<file path="src/rtl/cache_pkg.sv">
// Shared types and width helpers for the set-associative line cache.
package cache_pkg;

    // Default geometry: 4-bit words, 16 sets, 16-word lines, 2 ways, 16-bit word address
    localparam int unsigned DWIDTH_DEF           = 4;
    localparam int unsigned CACHE_WIDTH_BITS_DEF = 4;
    localparam int unsigned BLOCK_WIDTH_BITS_DEF = 4;
    localparam int unsigned WAYS_WIDTH_BITS_DEF  = 1;
    localparam int unsigned ADDR_IN_WIDTH_DEF    = 16;

    // Address split: tag | set index | word offset
    function automatic int unsigned tag_width(int unsigned addr_w, int unsigned set_bits,
                                              int unsigned block_bits);
        return addr_w - set_bits - block_bits;
    endfunction

    function automatic int unsigned line_width(int unsigned dwidth, int unsigned block_bits);
        return dwidth * (1 << block_bits);
    endfunction

    localparam int unsigned TAG_WIDTH_DEF =
        tag_width(ADDR_IN_WIDTH_DEF, CACHE_WIDTH_BITS_DEF, BLOCK_WIDTH_BITS_DEF);
    localparam int unsigned LINE_WIDTH_DEF = line_width(DWIDTH_DEF, BLOCK_WIDTH_BITS_DEF);

    // Tag and line types for the default geometry
    typedef logic [TAG_WIDTH_DEF-1:0]  tag_t;
    typedef logic [LINE_WIDTH_DEF-1:0] line_t;

    typedef enum logic [1:0] {
        IDLE,
        REQ,
        WAIT
    } state_t;

endpackage

</file>
<file path="src/rtl/cache_way_lookup.sv">
// Tag compare across all ways of one set, plus fill victim choice.
module cache_way_lookup #(
    parameter int unsigned WAYS_WIDTH_BITS = 1,
    parameter int unsigned TAG_W           = 8,
    localparam int unsigned WAYS           = 1 << WAYS_WIDTH_BITS
) (
    input  logic [WAYS-1:0]            valid,
    input  logic [WAYS*TAG_W-1:0]      tags,
    input  logic [TAG_W-1:0]           tag,
    input  logic [WAYS_WIDTH_BITS-1:0] rr_ptr,
    output logic                       hit,
    output logic [WAYS_WIDTH_BITS-1:0] hit_way,
    output logic [WAYS_WIDTH_BITS-1:0] victim_way
);

    // Descending scan so the lowest-index match / invalid way is the one that sticks
    always_comb begin
        hit        = 1'b0;
        hit_way    = '0;
        victim_way = rr_ptr;
        for (int w = WAYS - 1; w >= 0; w--) begin
            if (valid[w] && (tags[w*TAG_W +: TAG_W] == tag)) begin
                hit     = 1'b1;
                hit_way = WAYS_WIDTH_BITS'(w);
            end
            if (!valid[w]) begin
                victim_way = WAYS_WIDTH_BITS'(w);
            end
        end
    end

endmodule

</file>
<file path="src/rtl/cache_block_set_associative.sv">
// Set-associative read cache: word requests in, whole-line fetches out.
module cache_block_set_associative
    import cache_pkg::*;
#(
    parameter int unsigned DWIDTH           = DWIDTH_DEF,
    parameter int unsigned CACHE_WIDTH_BITS = CACHE_WIDTH_BITS_DEF,
    parameter int unsigned BLOCK_WIDTH_BITS = BLOCK_WIDTH_BITS_DEF,
    parameter int unsigned WAYS_WIDTH_BITS  = WAYS_WIDTH_BITS_DEF,
    parameter int unsigned ADDR_IN_WIDTH    = ADDR_IN_WIDTH_DEF
) (
    input  logic                                       clk,
    input  logic                                       rst,
    input  logic                                       addr_in_valid,
    input  logic [ADDR_IN_WIDTH-1:0]                   addr_in,
    output logic                                       addr_in_ready,
    output logic [DWIDTH-1:0]                          data_out,
    output logic                                       data_out_valid,
    output logic                                       addr_out_valid,
    output logic [ADDR_IN_WIDTH-BLOCK_WIDTH_BITS-1:0]  addr_out,
    input  logic                                       addr_out_ready,
    input  logic                                       data_in_valid,
    input  logic [DWIDTH*(2**BLOCK_WIDTH_BITS)-1:0]    data_in,
    input  logic                                       invalidate_all,
    output logic [31:0]                                hit_count,
    output logic [31:0]                                miss_count
);

    localparam int unsigned SETS    = 1 << CACHE_WIDTH_BITS;
    localparam int unsigned WAYS    = 1 << WAYS_WIDTH_BITS;
    localparam int unsigned TAG_W   = tag_width(ADDR_IN_WIDTH, CACHE_WIDTH_BITS, BLOCK_WIDTH_BITS);
    localparam int unsigned LINE_W  = line_width(DWIDTH, BLOCK_WIDTH_BITS);
    localparam int unsigned LADDR_W = ADDR_IN_WIDTH - BLOCK_WIDTH_BITS;

    // Control state
    state_t                      state_q;
    logic [LADDR_W-1:0]          line_addr_q;
    logic                        addr_out_valid_q;
    logic                        flush_pending_q;
    logic [DWIDTH-1:0]           data_out_q;
    logic                        data_out_valid_q;
    logic [31:0]                 hit_count_q;
    logic [31:0]                 miss_count_q;

    // Cache arrays; tags are packed per set so a whole set feeds the lookup at once
    logic [WAYS-1:0]             valid_q [SETS];
    logic [WAYS_WIDTH_BITS-1:0]  rr_q    [SETS];
    logic [WAYS*TAG_W-1:0]       tag_q   [SETS];
    logic [LINE_W-1:0]           data_q  [SETS][WAYS];

    // Address fields
    logic [TAG_W-1:0]            in_tag;
    logic [CACHE_WIDTH_BITS-1:0] in_set;
    logic [BLOCK_WIDTH_BITS-1:0] in_word;
    logic [TAG_W-1:0]            fill_tag;
    logic [CACHE_WIDTH_BITS-1:0] fill_set;
    logic [CACHE_WIDTH_BITS-1:0] lookup_set;

    logic                        hit;
    logic [WAYS_WIDTH_BITS-1:0]  hit_way;
    logic [WAYS_WIDTH_BITS-1:0]  victim_way;
    logic [DWIDTH-1:0]           hit_word;

    logic                        in_idle;
    logic                        accept_hit;
    logic                        start_miss;
    logic                        fill;
    logic                        flush_now;

    assign in_tag   = addr_in[ADDR_IN_WIDTH-1 -: TAG_W];
    assign in_set   = addr_in[BLOCK_WIDTH_BITS +: CACHE_WIDTH_BITS];
    assign in_word  = addr_in[BLOCK_WIDTH_BITS-1:0];
    assign fill_tag = line_addr_q[LADDR_W-1 -: TAG_W];
    assign fill_set = line_addr_q[CACHE_WIDTH_BITS-1:0];

    // Outside IDLE the lookup serves the fill, so it must look at the latched set
    assign lookup_set = (state_q == IDLE) ? in_set : fill_set;

    cache_way_lookup #(
        .WAYS_WIDTH_BITS (WAYS_WIDTH_BITS),
        .TAG_W           (TAG_W)
    ) u_lookup (
        .valid      (valid_q[lookup_set]),
        .tags       (tag_q[lookup_set]),
        .tag        (in_tag),
        .rr_ptr     (rr_q[lookup_set]),
        .hit        (hit),
        .hit_way    (hit_way),
        .victim_way (victim_way)
    );

    assign hit_word = data_q[in_set][hit_way][in_word*DWIDTH +: DWIDTH];

    // A flush in IDLE takes priority over the request presented that cycle
    assign in_idle    = (state_q == IDLE);
    assign accept_hit = in_idle && addr_in_valid && !invalidate_all && hit;
    assign start_miss = in_idle && addr_in_valid && !invalidate_all && !hit;
    assign fill       = (state_q == WAIT) && data_in_valid;
    assign flush_now  = (in_idle && invalidate_all) ||
                        (fill && (flush_pending_q || invalidate_all));

    // Request/fill FSM with registered outputs and saturating statistics
    always_ff @(posedge clk or negedge rst) begin
        if (!rst) begin
            state_q          <= IDLE;
            line_addr_q      <= '0;
            addr_out_valid_q <= 1'b0;
            flush_pending_q  <= 1'b0;
            data_out_q       <= '0;
            data_out_valid_q <= 1'b0;
            hit_count_q      <= '0;
            miss_count_q     <= '0;
        end else begin
            data_out_valid_q <= accept_hit;
            if (accept_hit) begin
                data_out_q <= hit_word;
                if (hit_count_q != '1) begin
                    hit_count_q <= hit_count_q + 32'd1;
                end
            end
            case (state_q)
                IDLE: begin
                    if (start_miss) begin
                        line_addr_q      <= addr_in[ADDR_IN_WIDTH-1:BLOCK_WIDTH_BITS];
                        addr_out_valid_q <= 1'b1;
                        state_q          <= REQ;
                        if (miss_count_q != '1) begin
                            miss_count_q <= miss_count_q + 32'd1;
                        end
                    end
                end
                REQ: begin
                    if (invalidate_all) begin
                        flush_pending_q <= 1'b1;
                    end
                    if (addr_out_ready) begin
                        addr_out_valid_q <= 1'b0;
                        state_q          <= WAIT;
                    end
                end
                WAIT: begin
                    if (invalidate_all) begin
                        flush_pending_q <= 1'b1;
                    end
                    // The pending flush is consumed by this fill via flush_now
                    if (data_in_valid) begin
                        flush_pending_q <= 1'b0;
                        state_q         <= IDLE;
                    end
                end
                default: state_q <= IDLE;
            endcase
        end
    end

    // Valid bits and round-robin pointers; a flush on the fill cycle lands after the write
    always_ff @(posedge clk or negedge rst) begin
        if (!rst) begin
            for (int s = 0; s < SETS; s++) begin
                valid_q[s] <= '0;
                rr_q[s]    <= '0;
            end
        end else begin
            if (fill) begin
                valid_q[fill_set][victim_way] <= 1'b1;
                rr_q[fill_set]                <= victim_way + 1'b1;
            end
            if (flush_now) begin
                for (int s = 0; s < SETS; s++) begin
                    valid_q[s] <= '0;
                end
            end
        end
    end

    // Tag and line storage, qualified by the valid bits so no reset is needed
    always_ff @(posedge clk) begin
        if (fill) begin
            tag_q[fill_set][victim_way*TAG_W +: TAG_W] <= fill_tag;
            data_q[fill_set][victim_way]               <= data_in;
        end
    end

    assign addr_in_ready  = accept_hit;
    assign data_out       = data_out_q;
    assign data_out_valid = data_out_valid_q;
    assign addr_out_valid = addr_out_valid_q;
    assign addr_out       = line_addr_q;
    assign hit_count      = hit_count_q;
    assign miss_count     = miss_count_q;

endmodule
</file>
<file path="config.mk">
export PLATFORM = sky130hd
export DESIGN_NAME = cache_block_set_associative
export DESIGN_NICKNAME = d
export VERILOG_FILES = /design/src/rtl/cache_pkg.sv /design/src/rtl/cache_way_lookup.sv /design/src/rtl/cache_block_set_associative.sv
export SDC_FILE = /design/constraint.sdc
export NUM_CORES = 2
export LEC_CHECK = 0
export ABC_AREA = 1
export BUFFER_PORTS_ARGS = -buffer_cell sky130_fd_sc_hd__buf_2
export CELL_PAD_IN_SITES_DETAIL_PLACEMENT = 1
export CELL_PAD_IN_SITES_GLOBAL_PLACEMENT = 2
export CORE_UTILIZATION = 48
export CTS_CLUSTER_DIAMETER = 40
export DETAILED_ROUTE_END_ITERATION = 8
export PLACE_DENSITY = 0.94
export SLEW_MARGIN = 10
export SYNTH_ARGS = -nofsm -noshare
export SYNTH_HDL_FRONTEND = slang
export SYNTH_SLANG_ARGS = --single-unit
</file>
<file path="constraint.sdc">
create_clock -name clk -period 18.5 [get_ports clk]
set_input_delay 2.775 -clock clk [delete_from_list [all_inputs] [get_ports clk]]
set_output_delay 2.775 -clock clk [all_outputs]
set_load 0.05 [all_outputs]
</file>
==> impl.org <==
** Clocking
- The clock passes through at most 4 buffers.
- Post-CTS resize count :: 0
- Num Clock Sinks :: 2437
- Number of buffers inserted by hold repair at cts :: 0
- Clock tree from TritonCTS :: yes
- In this run the post-CTS setup repair buffer count came out at 0.
- The cell sitting at the root of the clock tree is a clkbuf_16.
- Clock transition at the registers of the reported paths :: 50 ps
- Insertion delay to the later sink of the worst-skew pair :: 990 ps
- CTS H-tree lvls :: 5
- Num CTS Buffers :: 358

** Detailed routing
- Using the TritonRoute via totals, the vias-per-cell ratio works out to 6.622.
- Number of nets with antenna violations after detailed routing :: 0
- Routed length on met1 :: 123100 µm
- The first detailed-routing pass took 6 iterations.
- The highest metal layer carrying signal wires in the routed design is met5.
- Sum of routed wire length over all layers :: 349700 µm
- DR WL/cell :: 32.50 µm
- Drt first-iter violations :: 11059
- For this run, design rule violations remaining after detail routing come to 0.
- Detailed routing placed a total of 40950 µm of wire on met3.
- The routed layout has 71248 vias.
- Summed over all nets, wire length on met2 after detailed routing comes to 165600 µm.

** Logic synthesis
- Synthesis-stage register bit count :: 2437
- Synthesis produced 7661 cells.
- Flip-flop cell with the highest count after synthesis :: edfxtp_1
- Yosys instantiated no cell more often than edfxtp_1.
- Cell taking the most area after synthesis :: edfxtp_1
- In the synthesized netlist, the cells that appear most often are 2304 x edfxtp_1, 1286 x o21ai_0, 1275 x nor2_1.
- The synthesized netlist occupies a cell area of 0.09753 mm².
- Ys async rst share :: 0.05458
- Yosys attributes the largest share of cell area to edfxtp_1 71%, o21ai_0 6.6%, nor2_1 4.9%, dfrtp_1 3.4%, o22ai_1 2.7%.
- Sequential share of the synthesized area :: 0.7435
- Averaged over all synthesized cells, the footprint is 12.73 µm².
- Counting distinct cell types in the post-synthesis netlist gives 49.
- Counting flops with a built-in enable in the synthesized netlist gives 2304.
- Yosys printed 0 warnings.
- Synthesized netlist net count :: 7754
- Top-area cell type share of the netlist area :: 0.7094

** Timing
- Min Clock Period, post-route :: 10710 ps
- The number of pins exceeding their max-slew limit in the final report was 0.
- For the final routed database, the setup TNS stands at 0 ps.
- For this run, the top clock speed supported by timing is 93.37 MHz.
- Final Setup Violations :: 0
- Dividing the final minimum period by the clock period gives 0.5789.
- Tightest slew margin relative to the limit :: 0.1593
- RSZ-0062 raised after global routing :: false
- For the pin with the worst max-slew slack, the measured transition is 1261 ps.
- Setup skew after layout :: 76.65 ps
- The number of failing hold endpoints at the final stage is 0.

** Hold path
- Worst hold path class :: reg -> reg
- Counting instances, the worst hold path has a depth of 2.

** GRT
- Global Route Usage Sum :: 0.3359
- After global routing the overflow that remains totals 0.
- Pin count of the biggest net entering global routing :: 171
- Global-route wire length before repair :: 503700 µm
- Antenna violations before repair :: 34
- The number of global-route vias before repair was 74054.

** Worst setup path
- The worst setup path is of the in -> out kind.
- Worst EP required :: 15730 ps
- Critical Path Fanout Max :: 109
- The largest single stage delay on the critical path is 970 ps.
- Kind of start point of the critical path :: input pin
- Worst endpoint data arrival time :: 7940 ps
- By instance count, the cell type seen most on the critical path is nand2_1.
- Measured in cells, the most critical reg-to-reg path has a length of 27.
- The critical path goes through buf_8 -> nand2_1 -> buf_4 -> nand2_4 -> buf_4 -> nand2_1 -> nand3_1 -> nand2_1 -> a21oi_1 -> nand2_1 -> nand2_1 -> nand2_1 -> nand2_1 -> nand3_1 -> nor2_4 -> buf_4 -> nor2b_4 -> nor2_8 -> buf_2.
- Worst Setup End Kind :: output port
- CP max-delay cell :: buf_4

** Final layout
- After the last flow step, the layout net total stands at 7884.
- Share of final-layout standard cells stronger than drive strength 1 :: 0.1197
- Fillers :: 19579
- In the final layout, the multi-input gates occupy 0.02261 mm².
- Relative to the synthesized area, the layout overhead comes to 15.99%.
- Register area :: 0.07251 mm²

** Floorplan
- Placeable Area :: 0.2021 mm²
- Number of cell rows :: 165
- Die boundary width :: 452.8 µm
- The initial utilization of the core area, before any placement, comes to 0.4825.
- DIE HEIGHT :: 452.8 µm
- Die ar. :: 0.2050 mm²
- Number of primary I/O pins :: 169

** Run
- The tool flagged a number of max-cap violations equal to 0.

** Pwr
- Across the VDD grid, the largest voltage drop is 0.0001275 V.
- Dividing total power by cell area gives a power density of 140.3 mW/mm².
- Sum of internal, switching and leakage power :: 15.87 mW
- Total leakage power :: 37.94 nW

** Placed design
- Input and output buffers added on the ports amount to 168.
- Total half-perimeter wirelength after legalization and detailed placement :: 170900 µm
- Placer congestion estimate :: 0.8379

** Outcome
- Run status :: finished, final reports clean
## flip-flops by register name, indices dropped and copies added, names as in the netlist
name,count
data_q,2048
tag_q,256
hit_count,32
miss_count,32
valid_q,32
rr_q,16
addr_out,12
data_out,4
state_q,2
addr_out_valid,1
data_out_valid,1
flush_pending_q,1
## cell usage in the layout (no fill, tap or decap), types with 14 or more instances in the layout
cell,n
a21oi_1,45
buf_2,163
buf_4,126
bufinv_16,42
clkbuf_1,30
clkbuf_16,363
clkinv_1,28
clkinv_2,38
clkinv_4,35
clkinvlp_4,45
dfrtp_1,133
diode_2,20
edfxtp_1,2304
inv_1,146
inv_6,36
inv_8,14
mux2i_1,32
nand2_1,591
nand3_1,489
nand4_1,16
nor2_1,1243
nor2_4,35
nor3_1,40
o211ai_1,52
o21ai_0,1286
o221ai_1,143
o22ai_1,416
xor2_1,50
## stage by stage
step / util / worst slack [ps] / instances / area [µm²] / hold WS, ps
after floorplan: - / 10160 / 7661 / 97530 / 447.9
after global placement: 0.5001 / 8166 / 10103 / 101100 / 465.9
after global routing: 0.5596 / 7591 / 10755 / 113100 / 526.7
after CTS: 0.5594 / 7898 / 10740 / 113100 / 490.9
final: 0.5597 / 7790 / 10760 / 113100 / 487.9
after detailed placement: 0.5001 / 7982 / 10103 / 101100 / 477.8
## critical path: cells and delay by family
kind,cells,cell delay [ps]
AO/OA/AOI/OAI,1,120
buffers and inverters,5,2690
AND/OR/NAND/NOR,13,2100
## layout make-up
cell class / instances / share of cell area
Clock buffer: 395 / 0.08154
Multi-Input combinational cell: 4537 / 0.1999
Timing Repair Buffer: 302 / 0.01761
Antenna cell: 20 / 0.0004424
Inverter: 155 / 0.005364
Clock inverter: 242 / 0.02457
Sequential cell: 2437 / 0.6410
Tap cell: 2672 / 0.02955
## cell families (layout without fill, tap and decap cells)
family	count (synthesis)	after routing	synth area share
AO/OA/AOI/OAI	1977	1977	0.1149
XOR/XNOR	61	61	0.005478
adder cells (fa/ha/maj)	7	7	0.0008980
buffers and inverters	687	1094	0.02767
flip-flops	2437	2437	0.7435
multiplexers	40	40	0.004208
other	0	20	0
AND/OR/NAND/NOR	2452	2452	0.1033
## final timing paths
check,start,endpoint,slack (ps)
worst max-delay path,addr_in[4],addr_in_ready,7790
worst min-delay path,rr_q[1],rr_q[1],490
worst max register to register,state_q[0],data_out[0],10710
worst min register to register,rr_q[1],rr_q[1],490
max in group asynchronous,rst,hit_count[25],15160
min in group asynchronous,rst,addr_out[4],1890
## power by group
group | total [mW] | switching [mW] | internal, mW
Sequential | 6.53 | 0.0910 | 6.44
Clock | 6.91 | 2.68 | 4.23
Combinational | 2.43 | 1.91 | 0.519
## routing by layer
layer | GRT usage | vias to the layer above
met1 | 0.4211 | 35889
met2 | 0.5383 | 5387
met5 | 0 | -
met4 | 0.1858 | 20
li1 | - | 28735
met3 | 0.07992 | 1217
Power figures use the tool's default switching activity.
